--- config.mk ---
export PLATFORM = sky130hd
export DESIGN_NAME = seg_display_scan
export DESIGN_NICKNAME = d
export VERILOG_FILES = /design/src/rtl/seg_display_scan.sv
export SDC_FILE = /design/constraint.sdc
export NUM_CORES = 1
export LEC_CHECK = 0
export CORE_ASPECT_RATIO = 1.25
export CORE_MARGIN = 2
export CORE_UTILIZATION = 47
export DETAILED_ROUTE_END_ITERATION = 10
export PLACE_DENSITY = 0.82
export SETUP_SLACK_MARGIN = 0.05
export SYNTH_ARGS = -nofsm -noshare
export SYNTH_HDL_FRONTEND = slang
export SYNTH_SLANG_ARGS = --single-unit
--- constraint.sdc ---
create_clock -name clk -period 2.5 [get_ports clk]
set_input_delay 0.25 -clock clk [delete_from_list [all_inputs] [get_ports clk]]
set_output_delay 0.25 -clock clk [all_outputs]
set_load 0.01 [all_outputs]
--- src/rtl/seg_display_scan.sv ---
// seg_display_scan
//   Multiplexes one of eight 32-bit CPU/debug values onto an 8-digit
//   7-segment display, one digit lit at a time. The shown value is latched
//   only at frame boundaries, so a frame is never torn. A debounced push
//   button steps the data-memory debug address.
//
// Ports
//   clk                  system clock, rising edge
//   reset                synchronous, active-high
//   mode                 display source select (0..7)
//   syscall_out, pc      CPU values (32 bits)
//   memory_out           data memory word at addr_debug
//   total_cycles, jump_cycles, branch_cycles, branch_sucess_cycles
//                        16-bit statistics counters
//   addr_up              raw push-button, asynchronous, active-high
//   an                   digit enables, active-low one-hot
//   seg                  segments {dp,g,f,e,d,c,b,a}, active-low
//   addr_debug           data memory word index
module seg_display_scan #(
   parameter int unsigned SCAN_DIV = 100000,
   parameter int unsigned DEB_CYC  = 1000000
) (
   input  logic        clk,
   input  logic        reset,
   input  logic [2:0]  mode,
   input  logic [31:0] syscall_out,
   input  logic [31:0] pc,
   input  logic [31:0] memory_out,
   input  logic [15:0] total_cycles,
   input  logic [15:0] jump_cycles,
   input  logic [15:0] branch_cycles,
   input  logic [15:0] branch_sucess_cycles,
   input  logic        addr_up,
   output logic [7:0]  an,
   output logic [7:0]  seg,
   output logic [11:0] addr_debug
);

   localparam int unsigned SCW = $clog2(SCAN_DIV);
   localparam int unsigned DCW = $clog2(DEB_CYC);
   localparam logic [SCW-1:0] SCAN_LAST = SCW'(SCAN_DIV - 1);
   localparam logic [DCW-1:0] DEB_LAST  = DCW'(DEB_CYC - 1);

   logic [SCW-1:0] r_scnt;
   logic [2:0]     r_dig;
   logic [31:0]    r_shadow;
   logic [7:0]     r_an;
   logic [7:0]     r_seg;
   logic           r_sync1;
   logic           r_sync2;
   logic           r_btn_s;
   logic [DCW-1:0] r_dcnt;
   logic [11:0]    r_addr;

   logic           w_scan_wrap;
   logic           w_frame_end;
   logic [31:0]    w_sel;
   logic [3:0]     w_nib;
   logic [7:0]     w_dec;
   logic           w_deb_diff;
   logic           w_deb_fire;

   assign w_scan_wrap = (r_scnt == SCAN_LAST);
   assign w_frame_end = w_scan_wrap && (r_dig == 3'd7);

   always_comb begin
      w_sel = '0;
      case (mode)
         3'd0:    w_sel = syscall_out;
         3'd1:    w_sel = pc;
         3'd2:    w_sel = memory_out;
         3'd3:    w_sel = {16'h0, total_cycles};
         3'd4:    w_sel = {16'h0, jump_cycles};
         3'd5:    w_sel = {16'h0, branch_cycles};
         3'd6:    w_sel = {16'h0, branch_sucess_cycles};
         default: w_sel = {20'h0, r_addr};
      endcase
   end

   assign w_nib = r_shadow[{r_dig, 2'b00} +: 4];

   // Hex decode, active-low, dp kept dark
   always_comb begin
      w_dec = 8'hFF;
      case (w_nib)
         4'h0:    w_dec = 8'hC0;
         4'h1:    w_dec = 8'hF9;
         4'h2:    w_dec = 8'hA4;
         4'h3:    w_dec = 8'hB0;
         4'h4:    w_dec = 8'h99;
         4'h5:    w_dec = 8'h92;
         4'h6:    w_dec = 8'h82;
         4'h7:    w_dec = 8'hF8;
         4'h8:    w_dec = 8'h80;
         4'h9:    w_dec = 8'h90;
         4'hA:    w_dec = 8'h88;
         4'hB:    w_dec = 8'h83;
         4'hC:    w_dec = 8'hC6;
         4'hD:    w_dec = 8'hA1;
         4'hE:    w_dec = 8'h86;
         default: w_dec = 8'h8E;
      endcase
   end

   // Scan timing, frame-latched shadow, registered display outputs
   always_ff @(posedge clk) begin
      if (reset) begin
         r_scnt   <= '0;
         r_dig    <= '0;
         r_shadow <= '0;
         r_an     <= 8'hFF;
         r_seg    <= 8'hFF;
      end else begin
         r_scnt <= w_scan_wrap ? '0 : r_scnt + 1'b1;
         if (w_scan_wrap) begin
            r_dig <= r_dig + 3'd1;
         end
         if (w_frame_end) begin
            r_shadow <= w_sel;
         end
         r_an  <= ~(8'b1 << r_dig);
         r_seg <= w_dec;
      end
   end

   // A change is accepted only after DEB_CYC consecutive differing samples
   assign w_deb_diff = (r_sync2 != r_btn_s);
   assign w_deb_fire = w_deb_diff && (r_dcnt == DEB_LAST);

   always_ff @(posedge clk) begin
      if (reset) begin
         r_sync1 <= 1'b0;
         r_sync2 <= 1'b0;
         r_btn_s <= 1'b0;
         r_dcnt  <= '0;
         r_addr  <= '0;
      end else begin
         r_sync1 <= addr_up;
         r_sync2 <= r_sync1;
         if (!w_deb_diff || w_deb_fire) begin
            r_dcnt <= '0;
         end else begin
            r_dcnt <= r_dcnt + 1'b1;
         end
         if (w_deb_fire) begin
            r_btn_s <= ~r_btn_s;
         end
         // Press edge only; 4095 wraps to 0 naturally
         if (w_deb_fire && !r_btn_s) begin
            r_addr <= r_addr + 12'd1;
         end
      end
   end

   assign an         = r_an;
   assign seg        = r_seg;
   assign addr_debug = r_addr;

endmodule

-- Word level (Yosys, flattened, before mapping)
Memory sizes are Yosys's and may differ from the RTL's. A register that Yosys moved wholly into a read port is not among the register bits.
Cells that the tools add are included.
- input port bits: 166
- output and inout bits: 28
- word-level logic and storage cells: 39
- memories kept: 1
- bits in registers: 103
- bits in read-only memories: 112
- memory list (name ; words ; bits a word ; rd ports ; clocked after Yosys merged registers in ; write ports ; RTL line ; source):
    (no name shown) ; 16 ; 7 ; 1 ; 1 ; 0 ; 85 ; case (w_nib)
- shifts and indexed selects: 2
- equal/unequal tests: 10
- reduce and logical (&&, ||, !) cells: 9
- bitwise gates (word level): 2
- add/sub/neg operators: 4
- muxes and demuxes: 1
- operators by type and width (operator ; number):
    $pmux 32 s7 ; 1
    $shiftx 32x6->4 ; 1
    $add 20x1->20 const B ; 1
    $eq 20x20->1 const B ; 1
    $add 17x1->17 const B ; 1
    $eq 17x17->1 const B ; 1
    $add 12x1->12 const B ; 1
    $eq 3x3->1 const B ; 4
    $not 8->8 ; 1
    $shl 1x3->8 const A ; 1
    $eq 3x2->1 const B ; 2
    $reduce_or 2->1 ; 2
    $add 3x1->3 const B ; 1
    $eq 3x1->1 const B ; 1
    $logic_and 1x1->1 ; 3
    $logic_not 3->1 ; 1
    $logic_not 1->1 ; 2
    $logic_or 1x1->1 ; 1
    $ne 1x1->1 ; 1
    $not 1->1 ; 1

-- Longest topological paths before layout
- depth after elaboration: 4
- gate-level depth with buffers: 9
- depth with buffers taken out: 8

-- Least setup slack after synthesis
OpenSTA, ideal clock, no wires.
- path type: register -> register
- start point: reg r_dig[0]
- end point: reg r_seg[3] (netlist: seg[3])
- path slack: 0.394 ns
- stages on the path, launching flop included: 8
- arrival: 2.035 ns
- period minus slack after synthesis: 2.106 ns
- library setup time: 0.072 ns
- data required time: 2.428 ns
- path buffers: 1
- cell sequence: dfxtp_1 buf_4 mux4_2 mux2_2 inv_1 ha_1 o21ai_0 a2bb2oi_1
- cells in the longest elaborated chain, start to end: 1
- ends and longest elaborated chain (item ; RTL line ; source):
    start, declared ; 45 ; logic [2:0] r_dig;
    start signal, assigned ; 116 ; r_dig <= r_dig + 3'd1;
    $shiftx 32x6->4 ; 80 ; assign w_nib = r_shadow[{r_dig, 2'b00} +: 4];
    end, declared ; 48 ; logic [7:0] r_seg;
No other way between the ends.
A chain may end at the register's enable or synchronous reset.

-- Worst setup path after layout
- start point: reg r_dig[1]
- end point: reg r_shadow[23]
- cells in the longest elaborated chain, start to end: 2
- ends and longest elaborated chain (item ; RTL line ; source):
    $eq 3x3->1 ; 64 ; assign w_frame_end = w_scan_wrap && (r_dig == 3'd7);
    $logic_and 1x1->1 ; 64 ;
    end signal, assigned ; 119 ; r_shadow <= w_sel;
    end, declared ; 46 ; logic [31:0] r_shadow;
No other way between the ends.

==> run summary <==
Final Power: 3.46 mW
Area Growth Syn to Fin: 38.7%
CTS tree: done
fmax: 445 MHz
layout cells sized above 1: 0.0694
port bufs: 192
drt wl/cell: 15.6 um
Starting DRT DRC Count: 327
Seq/Total Area, Yosys: 0.351
final WL: 16,100 um
Post-Syn Nets: 876
DRC viols: 0
Clock Sinks: 102
initial antenna violation count: 1
GPL Wtd Cong: 0.895
post-cts sizing count: 0
clock-pin slew on the worst setup and hold paths: 60 ps
Overflow after GRT: 0
Global Route Usage Sum: 0.246
max incr delay on CP: 620 ps
CP Max Fanout: 48
synth warn: 0
outcome: complete, no violations
Worst-Skew Late Latency: 350 ps
R2R depth: 6
critical path class: flop to flop
first-pass GRT wire length: 25,800 um
max-slew violations: 0
Tcrit/Tclk final: 0.899
die area: 0.0133 mm^2
largest net degree at the start of global routing: 49
CTS root buf: clkbuf_16
asr flop ratio synth: 0
Max-Cap Viols: 0
vias after detailed routing: 5,684
die width: 103 um
Leakage: 2.90 nW
Gate Count Post-Synth: 696
type of origin of the critical path: flop
crit path time final: 2250 ps
Post-CTS Setup Bufs: 0
Core Region: 0.0121 mm^2
Critical Path RT: 2770 ps
Setup Skew: 8.86 ps
Cell variety after synth: 55
setup TNS: 0 ps
Worst path most repeated cell: ha_1
synthesis-stage register bit count: 102
CTS Buffer Depth: 2
vias in the first global route: 5,527
CP max stage cell: dfxtp_1
Fin. Hold Viols: 0
Final Net Count: 1,042
Rows: 45
worst ir drop on vdd: 0.347 mV
Slew HR: 0.390
number of synthesized flops with an enable pin: 0
CTS buffer count: 9
Via density: 5.52
die height: 128 um
Ports: 194
Worst Hold Path Cells: 2
drt pass-1 iters: 6
DP HPWL: 12,900 um
syn avg cell area: 8.35 um^2
worst slew pin tran: 911 ps
post-synthesis instance area: 0.00581 mm^2
most common cell after layout, fill and taps aside: clkdlybuf4s50_1
Initial Util: 0.480
H-Tree Depth: 3
crit-path cells: ha_1, ha_1, inv_1, or2_4, or3_1, a21oi_1
RSZ-0062 raised after global routing: false
Top FF cell, synth: dfxtp_1
ANT nets after route: 0
CP Data Arrival Time: 2520 ps
hold crit path type: primary input to flop
Worst setup EP type: flop
pwr dens: 429 mW/mm^2
# setup viols final: 0
most frequent cells in the layout: 188 x clkdlybuf4s50_1, 101 x dfxtp_1, 85 x nor2_1, 63 x nand2_1, 55 x a21oi_1
Hold Buf Count CTS: 0
## power by group
group	internal, mW	switching (mW)
Clock	0.692	0.574
Sequential	1.64	0.00772
Combinational	0.342	0.204
## worst paths after layout
| check | from | to | slack (ps) |
|---|---|---|---|
| setup / recovery | r_dig[1]$_SDFFE_PP0P_ | r_shadow[23]$_SDFFE_PP0P_ | 250 |
| hold / removal | reset | addr_debug[9]$_SDFFE_PP0P_ | 280 |
| setup reg to reg | r_dig[1]$_SDFFE_PP0P_ | r_shadow[23]$_SDFFE_PP0P_ | 250 |
| hold reg to reg | r_shadow[24]$_SDFFE_PP0P_ | r_shadow[24]$_SDFFE_PP0P_ | 460 |
## worst max-delay path, delay by kind of cell, from the launching register on
| family | cells | cell delay, ps |
|---|---|---|
| simple gates | 2 | 810 |
| flops | 1 | 620 |
| fa+ha+maj | 2 | 500 |
| compound gates | 1 | 160 |
| buf+inv | 1 | 70 |
## kinds of logic (layout without fill, tap and decap cells)
kind of cell	Yosys count	after routing	synth area share
flops	102	102	0.351
compound gates	160	160	0.173
xor+xnor	41	41	0.0618
other cells	1	2	0.000646
buf+inv	66	235	0.0480
mux	55	55	0.116
fa+ha+maj	14	14	0.0302
simple gates	257	257	0.219
## per-stage QoR
stage	utilization	hold WS, ps	instance area [um^2]	worst slack (ps)	std cells
global route	0.666	302	8060	102	1030
finish	0.666	282	8060	253	1030
global placement	0.644	437	7790	255	1015
detailed placement	0.644	447	7790	145	1015
floorplan	-	378	5810	394	696
CTS	0.665	275	8060	135	1029
## layer usage
layer	vias up	GRT usage	routed length (um)
met3	32	0.0567	936
li1	2809	-	-
met2	197	0.442	8470
met4	0	0.0859	418
met5	-	0	0
met1	2646	0.280	6280
## sequential cells by signal, summed over array words and instances, names as in the netlist
register and flops:
r_btn_s 1, addr_debug 12, r_dig 3, r_sync1 1
r_scnt 17, seg 7, an 8, r_shadow 32
r_sync2 1, r_dcnt 20
## area by class of cell
cell class	count	area [um^2]
inverter	17	63.8
antenna	1	2.50
tap	164	205
sequential	102	2040
clock buffer	11	243
multi-input combinational	528	3490
clock inverter	3	21.3
fill	1012	4050
timing repair buffer	204	1990
## synth_stat cells (all sizes together), types with 2 or more instances
| library cell | number | share of area |
|---|---|---|
| nand2b | 2 | 0.0022 |
| o211ai | 4 | 0.0052 |
| o21ai | 34 | 0.029 |
| xor2 | 22 | 0.033 |
| a21boi | 12 | 0.016 |
| and3 | 6 | 0.0065 |
| nor4 | 6 | 0.0090 |
| o221ai | 3 | 0.0045 |
| mux2i | 38 | 0.068 |
| o22ai | 13 | 0.014 |
| and2 | 3 | 0.0032 |
| a221oi | 13 | 0.020 |
| mux4 | 8 | 0.031 |
| dfxtp | 102 | 0.35 |
| nor2 | 85 | 0.055 |
| a31oi | 2 | 0.0022 |
| ha | 14 | 0.030 |
| a21oi | 55 | 0.047 |
| nand3 | 27 | 0.023 |
| clkbuf | 35 | 0.025 |
| nand2 | 63 | 0.041 |
| a2bb2oi | 13 | 0.020 |
| inv | 17 | 0.011 |
| nor4b | 3 | 0.0045 |
| mux2 | 9 | 0.017 |
| a31o | 4 | 0.0060 |
| xnor2 | 19 | 0.029 |
| nand4 | 16 | 0.021 |
| or3 | 18 | 0.019 |
| nor2b | 7 | 0.0075 |
| and4 | 4 | 0.0060 |
| buf | 14 | 0.012 |
| nor3 | 10 | 0.011 |
| a22oi | 4 | 0.0052 |
| or2 | 3 | 0.0037 |
No activity file was read; power rests on OpenSTA's default activity.
